==> src/rtl/nco_rom_pkg.sv <==
// Shared types and helpers for the NCO quarter-wave ROM arbiter.
// Holds the quadrant type, the phase-fold function and the response ID width.
package nco_rom_pkg;

    typedef logic [1:0] quadrant_t;

    // Fold works on a fixed wide index; callers keep only their low ADDR_W bits.
    localparam int FOLD_AW = 16;

    typedef struct packed {
        logic [FOLD_AW-1:0] addr;
        logic               neg;
    } fold_t;

    function automatic int id_width(input int n_req);
        return (n_req > 1) ? $clog2(n_req) : 1;
    endfunction

    localparam int N_REQ_DEF = 4;
    localparam int ID_W      = id_width(N_REQ_DEF);

    // Cosine is sine advanced by one quadrant; odd quadrants read the table mirrored.
    function automatic fold_t fold(input quadrant_t q, input logic cos_sel,
                                   input logic [FOLD_AW-1:0] idx);
        quadrant_t qq;
        fold_t     f;
        qq     = q + quadrant_t'(cos_sel);
        f.addr = qq[0] ? ~idx : idx;
        f.neg  = qq[1];
        return f;
    endfunction

endpackage

==> src/rtl/nco_rsp_fifo.sv <==
// First-word-fall-through response FIFO; the head is visible while valid_o is high.
// Overflow protection is the writer's job (credit counter in the arbiter).
module nco_rsp_fifo #(
    parameter int WIDTH = 18,
    parameter int DEPTH = 4
) (
    input  logic             clk_i,
    input  logic             rst_ni,
    input  logic             wr_en_i,
    input  logic [WIDTH-1:0] wr_data_i,
    input  logic             rd_en_i,
    output logic             valid_o,
    output logic [WIDTH-1:0] rd_data_o
);

    localparam int PW = $clog2(DEPTH);

    logic [WIDTH-1:0] mem [DEPTH];
    logic [PW:0]      wr_ptr;
    logic [PW:0]      rd_ptr;

    assign valid_o   = (wr_ptr != rd_ptr);
    assign rd_data_o = valid_o ? mem[rd_ptr[PW-1:0]] : '0;

    // NOTE: storage has no reset; the pointers alone define what is valid.
    always_ff @(posedge clk_i) begin
        if (wr_en_i) begin
            mem[wr_ptr[PW-1:0]] <= wr_data_i;
        end
    end

    always_ff @(posedge clk_i or negedge rst_ni) begin
        if (!rst_ni) begin
            wr_ptr <= '0;
            rd_ptr <= '0;
        end else begin
            if (wr_en_i) begin
                wr_ptr <= wr_ptr + 1'b1;
            end
            if (rd_en_i && valid_o) begin
                rd_ptr <= rd_ptr + 1'b1;
            end
        end
    end

endmodule

==> src/rtl/nco_rom_arbiter.sv <==
// Round-robin sharing of one quarter-wave sin/cos ROM among N_REQ NCO channels.
// Define NCO_ROM_ARB_PRIO0_EN to give channel 0 absolute priority over the others.
module nco_rom_arbiter
    import nco_rom_pkg::*;
#(
    parameter int N_REQ   = 4,
    parameter int PHASE_W = 32,
    parameter int ADDR_W  = 10,
    parameter int DATA_W  = 16,
    parameter int FIFO_D  = 4
) (
    input  logic                       clk_i,
    input  logic                       rst_ni,
    input  logic [N_REQ-1:0]           req_valid_i,
    input  logic [N_REQ*PHASE_W-1:0]   req_phase_i,
    input  logic [N_REQ-1:0]           req_cos_i,
    output logic [N_REQ-1:0]           req_ready_o,
    output logic [ADDR_W-1:0]          rom_addr_o,
    output logic                       rom_en_o,
    input  logic [DATA_W-1:0]          rom_data_i,
    output logic                       rsp_valid_o,
    input  logic                       rsp_ready_i,
    output logic [DATA_W-1:0]          rsp_data_o,
    output logic [$clog2(N_REQ)-1:0]   rsp_id_o
);

    localparam int IW = id_width(N_REQ);
    localparam int CW = $clog2(FIFO_D + 1);

    logic [PHASE_W-1:0] phase_arr [N_REQ];
    logic [IW-1:0]      rr_q;
    logic [CW-1:0]      cred_q;
    logic               pop;
    logic               slot_free;
    logic               grant;
    logic [IW-1:0]      grant_id;
    logic               rr_upd;
    int                 ch;
    logic [IW-1:0]      ch_idx;

    for (genvar k = 0; k < N_REQ; k++) begin : g_unpack
        assign phase_arr[k] = req_phase_i[k*PHASE_W +: PHASE_W];
    end

    assign pop       = rsp_valid_o & rsp_ready_i;
    // A pop frees a FIFO slot now, so it may fund a grant in the same cycle.
    assign slot_free = (cred_q != '0) | pop;

    // NOTE: every variable gets a default first so no latch is inferred.
    always_comb begin
        grant    = 1'b0;
        grant_id = '0;
        rr_upd   = 1'b0;
        ch       = 0;
        ch_idx   = '0;
        if (slot_free) begin
`ifdef NCO_ROM_ARB_PRIO0_EN
            if (req_valid_i[0]) begin
                grant = 1'b1;
            end
`endif
            for (int k = 0; k < N_REQ; k++) begin
                ch     = (int'(rr_q) + k) % N_REQ;
                ch_idx = IW'(ch);
                if (!grant && req_valid_i[ch_idx]) begin
                    grant    = 1'b1;
                    grant_id = ch_idx;
                    rr_upd   = 1'b1;
                end
            end
        end
    end

    always_comb begin
        req_ready_o           = '0;
        req_ready_o[grant_id] = grant;
    end

    logic [PHASE_W-1:0] sel_phase;
    fold_t              fold_res;
    logic               unused_bits;

    assign sel_phase   = phase_arr[grant_id];
    assign fold_res    = fold(sel_phase[PHASE_W-1 -: 2], req_cos_i[grant_id],
                              FOLD_AW'(sel_phase[PHASE_W-3 -: ADDR_W]));
    assign unused_bits = ^{sel_phase[PHASE_W-ADDR_W-3:0], fold_res.addr[FOLD_AW-1:ADDR_W]};

    // NOTE: sequential state uses non-blocking assignments only.
    always_ff @(posedge clk_i or negedge rst_ni) begin
        if (!rst_ni) begin
            rr_q   <= '0;
            cred_q <= CW'(FIFO_D);
        end else begin
            if (rr_upd) begin
                rr_q <= (grant_id == IW'(N_REQ - 1)) ? '0 : grant_id + 1'b1;
            end
            case ({grant, pop})
                2'b10:   cred_q <= cred_q - 1'b1;
                2'b01:   cred_q <= cred_q + 1'b1;
                default: cred_q <= cred_q;
            endcase
        end
    end

    logic          s1_neg;
    logic [IW-1:0] s1_id;
    logic          s2_valid;
    logic          s2_neg;
    logic [IW-1:0] s2_id;

    always_ff @(posedge clk_i or negedge rst_ni) begin
        if (!rst_ni) begin
            rom_en_o   <= 1'b0;
            rom_addr_o <= '0;
            s1_neg     <= 1'b0;
            s1_id      <= '0;
            s2_valid   <= 1'b0;
            s2_neg     <= 1'b0;
            s2_id      <= '0;
        end else begin
            rom_en_o <= grant;
            if (grant) begin
                rom_addr_o <= fold_res.addr[ADDR_W-1:0];
                s1_neg     <= fold_res.neg;
                s1_id      <= grant_id;
            end
            s2_valid <= rom_en_o;
            s2_neg   <= s1_neg;
            s2_id    <= s1_id;
        end
    end

    logic [DATA_W-1:0]    s2_data;
    logic [IW+DATA_W-1:0] fifo_head;

    assign s2_data = s2_neg ? -rom_data_i : rom_data_i;

    nco_rsp_fifo #(
        .WIDTH (IW + DATA_W),
        .DEPTH (FIFO_D)
    ) u_rsp_fifo (
        .clk_i     (clk_i),
        .rst_ni    (rst_ni),
        .wr_en_i   (s2_valid),
        .wr_data_i ({s2_id, s2_data}),
        .rd_en_i   (rsp_ready_i),
        .valid_o   (rsp_valid_o),
        .rd_data_o (fifo_head)
    );

    assign rsp_data_o = fifo_head[DATA_W-1:0];
    assign rsp_id_o   = fifo_head[IW+DATA_W-1:DATA_W];

endmodule

==> config.mk <==
export PLATFORM = sky130hd
export DESIGN_NAME = nco_rom_arbiter
export DESIGN_NICKNAME = d
export VERILOG_FILES = /design/src/rtl/nco_rom_pkg.sv /design/src/rtl/nco_rsp_fifo.sv /design/src/rtl/nco_rom_arbiter.sv
export SDC_FILE = /design/constraint.sdc
export NUM_CORES = 1
export LEC_CHECK = 0
export CORE_MARGIN = 2
export CORE_UTILIZATION = 50
export CTS_BUF_LIST = sky130_fd_sc_hd__clkbuf_2
export CTS_CLUSTER_DIAMETER = 50
export DETAILED_ROUTE_END_ITERATION = 8
export GPL_TIMING_DRIVEN = 0
export PLACE_DENSITY = 0.9
export REMOVE_ABC_BUFFERS = 1
export SLEW_MARGIN = 20
export SYNTH_ARGS = -nofsm -noshare
export SYNTH_HDL_FRONTEND = slang
export SYNTH_SLANG_ARGS = --single-unit
==> constraint.sdc <==
create_clock -name clk_i -period 6.1 [get_ports clk_i]
set_input_delay 0.915 -clock clk_i [delete_from_list [all_inputs] [get_ports clk_i]]
set_output_delay 0.915 -clock clk_i [all_outputs]
set_load 0.01 [all_outputs]
==> metrics.txt, run 1 <==
# TYPE chip_impl_metric gauge
chip_impl_metric{name="dr_vias_cell",unit=""} 5.808
chip_impl_metric{name="cellLeakagePower",unit="nW"} 2.277
chip_impl_metric{name="fin_ws",unit="ns"} 0.6829
chip_impl_info{name="rsz0062_at_grt",value="no"} 1
chip_impl_metric{name="timing.max_cap.violations",unit=""} 0
chip_impl_metric{name="detail_route.wl_per_cell",unit="um"} 17.92
chip_impl_metric{name="switching_share",unit="%"} 37.58
chip_impl_metric{name="intPower",unit="mW"} 2.133
chip_impl_metric{name="floorplan.rows",unit=""} 36
chip_impl_metric{name="worst_slew_pin_slew",unit="ns"} 1.051
chip_impl_metric{name="clk_transition_reported_paths",unit="ns"} 0.28
chip_impl_metric{name="met1_wirelength",unit="mm"} 4.234
chip_impl_metric{name="ant_nets",unit=""} 0
chip_impl_info{name="synth_top_cells_by_count",value="72 x sky130_fd_sc_hd__edfxtp_1, 28 x sky130_fd_sc_hd__dfrtp_1, 26 x sky130_fd_sc_hd__and2_1"} 1
chip_impl_metric{name="max_freq",unit="MHz"} 184.6
chip_impl_info{name="hp-class",value="in -> async"} 1
chip_impl_metric{name="ctsLongestPathBuffers",unit=""} 2
chip_impl_metric{name="die-height",unit="um"} 104.5
chip_impl_metric{name="grt_use_total",unit="%"} 20.88
chip_impl_metric{name="ys_types",unit=""} 48
chip_impl_metric{name="cts-buffers-inserted",unit=""} 9
chip_impl_metric{name="postLayoutCellArea",unit="um2"} 6296
chip_impl_metric{name="reg2regPathDepth",unit=""} 9
chip_impl_metric{name="grt_pass1_wl",unit="mm"} 17.79
chip_impl_info{name="outcome",value="complete, no violations"} 1
chip_impl_metric{name="timing_max_transition_violations_final",unit=""} 0
chip_impl_info{name="cp-start-kind",value="input pin"} 1
chip_impl_metric{name="route.final.wire_length",unit="mm"} 10.89
chip_impl_metric{name="synthDominantCellAreaShare",unit="%"} 42.80
chip_impl_metric{name="h-tree-depth",unit=""} 3
chip_impl_metric{name="yosysWarnings",unit=""} 0
chip_impl_metric{name="seq_power_share",unit="%"} 39.9
chip_impl_metric{name="reported_net_switching_power",unit="mW"} 1.284
chip_impl_metric{name="pwr-share-comb",unit="%"} 51.7
chip_impl_metric{name="grt_overflow",unit=""} 0
chip_impl_info{name="tritoncts",value="done"} 1
chip_impl_metric{name="grt_start_max_net_pins",unit=""} 30
chip_impl_metric{name="worst-r2r-setup-slack",unit="ns"} 1.88
chip_impl_metric{name="fin_setup_tns",unit="ns"} 0
chip_impl_metric{name="design.final.nets",unit=""} 638
chip_impl_metric{name="n_antenna_cell",unit=""} 0
chip_impl_metric{name="final_setup_violations",unit=""} 0
chip_impl_metric{name="ioPinCount",unit=""} 189
chip_impl_metric{name="fin_crit_sh",unit="%"} 88.81
chip_impl_metric{name="core_region_area",unit="um2"} 9774
chip_impl_info{name="top_post_synthesis_cells_by_area",value="sky130_fd_sc_hd__edfxtp_1 43%, sky130_fd_sc_hd__dfrtp_1 14%, sky130_fd_sc_hd__mux4_2 8.0%"} 1
chip_impl_metric{name="die_w",unit="um"} 104.5
chip_impl_info{name="synth_area_leader_cell",value="sky130_fd_sc_hd__edfxtp_1"} 1
chip_impl_metric{name="worst-path-max-fanout",unit=""} 23
chip_impl_metric{name="ys_seq_elements",unit=""} 101
chip_impl_metric{name="drive_gt1_share",unit="%"} 11.37
chip_impl_metric{name="fin_skew",unit="ns"} 0.03773
chip_impl_metric{name="period_minus_slack",unit="ns"} 5.417
chip_impl_metric{name="peakVddDrop",unit="mV"} 0.2728
chip_impl_metric{name="met3_length",unit="um"} 909
chip_impl_metric{name="max-slew-margin-rel",unit="%"} 29.91
chip_impl_info{name="category_of_the_critical_setup_timing_path",value="in -> out"} 1
chip_impl_metric{name="area_growth_syn_to_layout",unit="%"} 24.65
chip_impl_metric{name="syn_area",unit="um2"} 5051
chip_impl_metric{name="vias",unit=""} 3531
chip_impl_metric{name="post_cts_hold_buffer_count",unit=""} 0
chip_impl_metric{name="post_synth_inst_count",unit=""} 371
chip_impl_metric{name="final_cell_utilization_of_the_core",unit="%"} 64.41
chip_impl_metric{name="postSynth.asyncResetShare",unit="%"} 28.71
chip_impl_metric{name="dpl_worst_slack",unit="ns"} 0.6684
chip_impl_info{name="worst_r2r_endpoint",value="rom_addr_o[3]$_DFFE_PN0P_"} 1
chip_impl_metric{name="io_buf_count",unit=""} 108
chip_impl_info{name="highest_metal_used",value="met4"} 1
chip_impl_info{name="cts_root_buffer",value="sky130_fd_sc_hd__clkbuf_2"} 1
chip_impl_metric{name="post_cts_resized",unit=""} 0
chip_impl_info{name="timing.critical_path.to_type",value="output port"} 1
chip_impl_metric{name="number_of_drc_violations_after_detailed_routing_iteration_0",unit=""} 192
chip_impl_metric{name="via_count_of_the_first_global_routing_pass",unit=""} 3636
chip_impl_metric{name="dpl-instance-area",unit="um2"} 6192
chip_impl_metric{name="seq_area_frac_synth",unit="%"} 57.20
chip_impl_metric{name="required",unit="ns"} 5.18
chip_impl_metric{name="finalWeightedCongestion",unit=""} 0.8887
chip_impl_metric{name="synth-edff-count",unit=""} 72
chip_impl_metric{name="final_hold_viol_count",unit=""} 0
chip_impl_metric{name="antenna_found_initial",unit=""} 0
chip_impl_metric{name="worstSkewPairLatency",unit="ns"} 0.54
chip_impl_metric{name="cp_data_arrival_time",unit="ns"} 4.50
chip_impl_metric{name="clock_sinks",unit=""} 101
chip_impl_info{name="rr_startpoint",value="rr_q[0]$_DFFE_PN0P_"} 1
chip_impl_metric{name="floorplan.die_area",unit="um2"} 10920
chip_impl_info{name="synthMostInstantiatedCell",value="sky130_fd_sc_hd__edfxtp_1"} 1
chip_impl_metric{name="post_synth.cell_area_avg",unit="um2"} 13.61
chip_impl_info{name="dominantRegCellSynth",value="sky130_fd_sc_hd__edfxtp_1"} 1
chip_impl_metric{name="dr_wl_met2",unit="mm"} 5.494
chip_impl_metric{name="power_density",unit="nW/um2"} 542.8
chip_impl_metric{name="post-cts-setup-buffer-count",unit=""} 0
chip_impl_metric{name="drc",unit=""} 0
chip_impl_metric{name="drt-pass1-iter-count",unit=""} 5
chip_impl_metric{name="initial_cell_density_of_the_core",unit="%"} 51.68
chip_impl_metric{name="detailed_place_hpwl",unit="mm"} 7.819
chip_impl_metric{name="p_clk_share",unit="%"} 8.4
[final cells by class]
cell class                      count  area [um2]
Multi-Input combinational cell    240        2019
Clock inverter                      6       53.80
Tap cell                          133       166.4
Fill cell                         746        3478
Inverter                           10       40.04
Sequential cell                   101        2890
Clock buffer                       10       50.05
Timing Repair Buffer              108        1076
[flip-flops by register name, summed over array words and instances (netlist names)]
signal,flops
u_rsp_fifo.rd_ptr,3
s2_valid,1
rr_q,2
s2_neg,1
u_rsp_fifo.mem,72
s1_id,2
rom_addr_o,10
u_rsp_fifo.wr_ptr,3
rom_en_o,1
s1_neg,1
s2_id,2
cred_q,3
[worst max-delay path, cell delays in order]
cell                              delay (ns)
sky130_fd_sc_hd__clkdlybuf4s50_1        0.58
sky130_fd_sc_hd__and3b_1                0.22
sky130_fd_sc_hd__o21ai_1                0.57
sky130_fd_sc_hd__nand2_1                0.69
sky130_fd_sc_hd__nor2_2                 0.55
sky130_fd_sc_hd__inv_1                  0.15
sky130_fd_sc_hd__ha_1                   0.21
sky130_fd_sc_hd__and2_1                 0.14
sky130_fd_sc_hd__clkdlybuf4s50_1        0.48
[cells in the final DEF, fill, tap and decap left out, types with 3 or more instances in the layout]
master,Yosys,layout
sky130_fd_sc_hd__a211oi_1,3,3
sky130_fd_sc_hd__a211oi_2,8,8
sky130_fd_sc_hd__a21oi_1,13,13
sky130_fd_sc_hd__a31oi_1,10,10
sky130_fd_sc_hd__and2_1,26,26
sky130_fd_sc_hd__and3_1,12,12
sky130_fd_sc_hd__clkbuf_2,0,10
sky130_fd_sc_hd__clkdlybuf4s50_1,0,107
sky130_fd_sc_hd__dfrtp_1,28,27
sky130_fd_sc_hd__edfxtp_1,72,72
sky130_fd_sc_hd__ha_1,12,12
sky130_fd_sc_hd__inv_1,7,7
sky130_fd_sc_hd__mux2i_1,7,7
sky130_fd_sc_hd__mux4_2,18,18
sky130_fd_sc_hd__nand2_1,17,17
sky130_fd_sc_hd__nand2b_1,3,3
sky130_fd_sc_hd__nor2_1,16,16
sky130_fd_sc_hd__nor4_1,13,13
sky130_fd_sc_hd__o21ai_0,6,6
sky130_fd_sc_hd__o31ai_1,13,13
sky130_fd_sc_hd__or2_1,3,3
sky130_fd_sc_hd__or4_1,12,12
sky130_fd_sc_hd__xnor2_1,17,17
sky130_fd_sc_hd__xor2_1,7,7
[kinds of logic after synthesis]
kind of cell             Yosys count  share of synthesized area (%)
adder cells (fa/ha/maj)           13                          3.369
buffers and inverters             30                          2.824
flip-flops                       101                          57.20
AND/OR/NAND/NOR                  111                          12.91
multiplexers                      27                          9.859
XOR/XNOR                          24                          4.161
AO/OA/AOI/OAI                     65                          9.686
[stage by stage]
step	std cells	power, mW	hold WS (ns)
2_1_floorplan	351	2.406	0.3535
3_3_place_gp	592	3.059	0.3590
3_5_place_dp	592	3.163	0.3615
4_1_cts	608	3.443	0.3569
5_1_grt	608	3.651	0.3341
6_report	608	3.417	0.3452
[routing by layer]
metal	GRT usage [%]	vias to the layer above
met5	0	-
met1	23.98	1708
met2	37.54	171
met4	7.625	0
li1	-	1627
met3	5.263	25
[how the worst max path moves through the flow]
| stage | from | to | cells after the start |
|---|---|---|---|
| after detailed placement | req_valid_i[3] | req_ready_o[1] | 9 |
| after global routing | req_valid_i[3] | req_ready_o[1] | 9 |
| final | req_valid_i[3] | req_ready_o[1] | 9 |
| after floorplan | req_valid_i[3] | rom_addr_o[0]$_DFFE_PN0P_ | 9 |
| after global placement | req_valid_i[3] | req_ready_o[1] | 9 |
| after CTS | req_valid_i[3] | req_ready_o[1] | 9 |
[power groups by stage]
stage	sequential (mW)	clock (mW)	combinational (mW)
2_1_floorplan	1.33	0	1.08
3_3_place_gp	1.35	0	1.70
3_5_place_dp	1.39	0	1.78
4_1_cts	1.37	0.294	1.78
5_1_grt	1.41	0.321	1.92
6_report	1.36	0.287	1.77
Power figures use the tool's default switching activity.
==> inputs of run 2 (changes only) <==
--- a/config.mk
+++ b/config.mk
@@ -5,6 +5,7 @@
 export SDC_FILE = /design/constraint.sdc
 export NUM_CORES = 1
 export LEC_CHECK = 0
+export CORE_ASPECT_RATIO = 1.75
 export CORE_MARGIN = 2
 export CORE_UTILIZATION = 50
 export CTS_BUF_LIST = sky130_fd_sc_hd__clkbuf_2
==> metrics.txt, run 2 (same netlist as run 1, synthesis figures left out) <==
# TYPE chip_impl_metric gauge
chip_impl_info{name="layout.cells.most_common",value="sky130_fd_sc_hd__clkdlybuf4s50_1"} 1
chip_impl_metric{name="grt_pass1_wl",unit="mm"} 16.82
chip_impl_info{name="rsz0062_at_grt",value="no"} 1
chip_impl_metric{name="grt_use_total",unit="%"} 20.13
chip_impl_metric{name="h-tree-depth",unit=""} 3
chip_impl_metric{name="critical_path.max_stage_delay",unit="ns"} 0.77
chip_impl_metric{name="cellLeakagePower",unit="nW"} 2.280
chip_impl_metric{name="fin_ws",unit="ns"} 0.5475
chip_impl_info{name="cp-start-kind",value="input pin"} 1
chip_impl_info{name="tritoncts",value="done"} 1
chip_impl_metric{name="fin_setup_tns",unit="ns"} 0
chip_impl_info{name="hp-class",value="in -> async"} 1
chip_impl_info{name="critPathLaunch",value="req_valid_i[3]"} 1
chip_impl_metric{name="core_region_area",unit="um2"} 9849
chip_impl_metric{name="die_w",unit="um"} 79.98
chip_impl_metric{name="ioPinCount",unit=""} 189
chip_impl_metric{name="drt-pass1-iter-count",unit=""} 5
chip_impl_metric{name="p_clk_share",unit="%"} 8.3
chip_impl_metric{name="design.final.nets",unit=""} 638
chip_impl_metric{name="ctsLongestPathBuffers",unit=""} 2
chip_impl_metric{name="required",unit="ns"} 5.18
chip_impl_metric{name="via_count_of_the_first_global_routing_pass",unit=""} 3577
chip_impl_metric{name="final_setup_violations",unit=""} 0
chip_impl_info{name="outcome",value="complete, no violations"} 1
chip_impl_metric{name="grt_start_max_net_pins",unit=""} 30
chip_impl_metric{name="clock_sinks",unit=""} 101
chip_impl_metric{name="antenna_found_initial",unit=""} 0
chip_impl_metric{name="placed_cells",unit=""} 584
chip_impl_metric{name="drive_gt1_share",unit="%"} 11.37
chip_impl_metric{name="clk_transition_reported_paths",unit="ns"} 0.26
chip_impl_metric{name="fin_skew",unit="ns"} 0.03672
chip_impl_metric{name="vias",unit=""} 3488
chip_impl_info{name="category_of_the_critical_setup_timing_path",value="in -> out"} 1
chip_impl_metric{name="switching_share",unit="%"} 37.18
chip_impl_metric{name="detail_route.wl_per_cell",unit="um"} 17.32
chip_impl_metric{name="drc",unit=""} 0
chip_impl_metric{name="final_hold_viol_count",unit=""} 0
chip_impl_metric{name="route.final.wire_length",unit="mm"} 10.39
chip_impl_info{name="commonest_non_fill_non_tap_cells_in_the_layout",value="107 x sky130_fd_sc_hd__clkdlybuf4s50_1, 72 x sky130_fd_sc_hd__edfxtp_1, 27 x sky130_fd_sc_hd__dfrtp_1"} 1
chip_impl_info{name="timing.critical_path.slowest_stage_cell",value="sky130_fd_sc_hd__nand2_1"} 1
chip_impl_metric{name="pwr-share-comb",unit="%"} 51.6
chip_impl_metric{name="max_freq",unit="MHz"} 180.1
chip_impl_metric{name="reported_net_switching_power",unit="mW"} 1.262
chip_impl_metric{name="detailed_place_hpwl",unit="mm"} 7.676
chip_impl_metric{name="max-slew-margin-rel",unit="%"} 33.58
chip_impl_metric{name="floorplan.rows",unit=""} 48
chip_impl_metric{name="timing.max_cap.violations",unit=""} 0
chip_impl_metric{name="die-height",unit="um"} 137.0
chip_impl_metric{name="post_cts_hold_buffer_count",unit=""} 0
chip_impl_metric{name="floorplan.die_area",unit="um2"} 10950
chip_impl_metric{name="worst-path-max-fanout",unit=""} 23
chip_impl_info{name="rr_startpoint",value="rr_q[0]$_DFFE_PN0P_"} 1
chip_impl_metric{name="finalWeightedCongestion",unit=""} 0.8791
chip_impl_metric{name="dpl_worst_slack",unit="ns"} 0.6042
chip_impl_metric{name="intPower",unit="mW"} 2.133
chip_impl_metric{name="fin_crit_sh",unit="%"} 91.02
chip_impl_metric{name="power_density",unit="nW/um2"} 540.9
chip_impl_metric{name="ant_nets",unit=""} 0
chip_impl_metric{name="seq_power_share",unit="%"} 40.1
chip_impl_info{name="cts_root_buffer",value="sky130_fd_sc_hd__clkbuf_2"} 1
chip_impl_metric{name="io_buf_count",unit=""} 108
chip_impl_metric{name="post_cts_resized",unit=""} 0
chip_impl_metric{name="cts-buffers-inserted",unit=""} 9
chip_impl_metric{name="dr_vias_cell",unit=""} 5.813
chip_impl_metric{name="n_antenna_cell",unit=""} 0
chip_impl_metric{name="worstSkewPairLatency",unit="ns"} 0.56
chip_impl_info{name="timing.critical_path.to_type",value="output port"} 1
chip_impl_metric{name="cp_data_arrival_time",unit="ns"} 4.64
chip_impl_metric{name="fillerInstances",unit=""} 781
chip_impl_info{name="crit_path_frequent_cell",value="sky130_fd_sc_hd__clkdlybuf4s50_1"} 1
chip_impl_metric{name="initial_cell_density_of_the_core",unit="%"} 51.28
chip_impl_metric{name="largest_register_ffs",unit=""} 72
chip_impl_metric{name="post-cts-setup-buffer-count",unit=""} 0
chip_impl_metric{name="peakVddDrop",unit="mV"} 0.3799
chip_impl_metric{name="timing_max_transition_violations_final",unit=""} 0
chip_impl_info{name="cp_cell_sequence",value="clkdlybuf4s50_1, and3b_1, o21ai_1, nand2_1, nor2_2, inv_1, ha_1, and2_1, clkdlybuf4s50_1"} 1
chip_impl_metric{name="worst_slew_pin_slew",unit="ns"} 0.9963
chip_impl_metric{name="period_minus_slack",unit="ns"} 5.552
chip_impl_metric{name="number_of_drc_violations_after_detailed_routing_iteration_0",unit=""} 175
chip_impl_metric{name="post_layout_nonfiller_instances",unit=""} 600
chip_impl_metric{name="area_growth_syn_to_layout",unit="%"} 24.28
chip_impl_metric{name="grt_overflow",unit=""} 0
[run 2: changes by cell type in the layout (fill, tap and decap cells not counted), sizes merged]
cell      change
inv           +1
clkinvlp      -1
clkinv        -1
clkbuf        +1
[run 2: worst max-delay path: cells and delay by family]
family	cells	cell delay, ns
and+or+nand+nor	4	1.66
buffers and inverters	3	1.21
AOI/OAI and AO/OA	1	0.64
adders and majority gates	1	0.20
[run 2: stage by stage]
stage / util [%] / area (um2) / total power, mW / hold WS [ns]
2_1_floorplan: - / 4949 / 2.406 / 0.3535
3_3_place_gp: 62.80 / 6186 / 3.061 / 0.3610
3_5_place_dp: 62.77 / 6182 / 3.152 / 0.3624
4_1_cts: 63.73 / 6277 / 3.435 / 0.3003
5_1_grt: 63.73 / 6277 / 3.638 / 0.3284
6_report: 63.73 / 6277 / 3.396 / 0.3502
[run 2: metal layers]
layer / wire length [um] / GRT usage [%] / part of all wire (%) / vias to the layer above
met5: 0 / 0 / 0 / -
li1: - / - / - / 1625
met1: 3779 / 21.61 / 36 / 1693
met4: 170 / 7.345 / 1.6 / 0
met3: 692 / 5.013 / 6.7 / 17
met2: 5748 / 37.36 / 55 / 153
[run 2: area by class of cell]
cell class	instances	area [um2]	share of cell area (%)
Clock buffer	11	55.05	0.8770
Tap cell	125	156.4	2.492
Multi-Input combinational cell	240	2019	32.17
Clock inverter	5	40.04	0.6378
Timing Repair Buffer	108	1076	17.14
Sequential cell	101	2890	46.04
Inverter	10	40.04	0.6378
[run 2: final timing paths]
| kind | to | slack, ns | cells after the start |
|---|---|---|---|
| worst max-delay path | req_ready_o[0] | 0.55 | 9 |
| worst min-delay path | rr_q[0]$_DFFE_PN0P_ | 0.35 | 1 |
| worst max register to register | rom_addr_o[1]$_DFFE_PN0P_ | 1.69 | 9 |
| worst min register to register | s2_valid$_DFF_PN0_ | 0.41 | 0 |
| max in group asynchronous | s2_valid$_DFF_PN0_ | 5.29 | 1 |
| min in group clk_i | s2_valid$_DFF_PN0_ | 0.41 | 0 |
[run 2: power by group through the flow]
stage	logic [mW]	registers, mW	clock network (mW)
2_1_floorplan	1.08	1.33	0
3_3_place_gp	1.70	1.36	0
3_5_place_dp	1.76	1.39	0
4_1_cts	1.77	1.37	0.295
5_1_grt	1.91	1.41	0.317
6_report	1.75	1.36	0.281
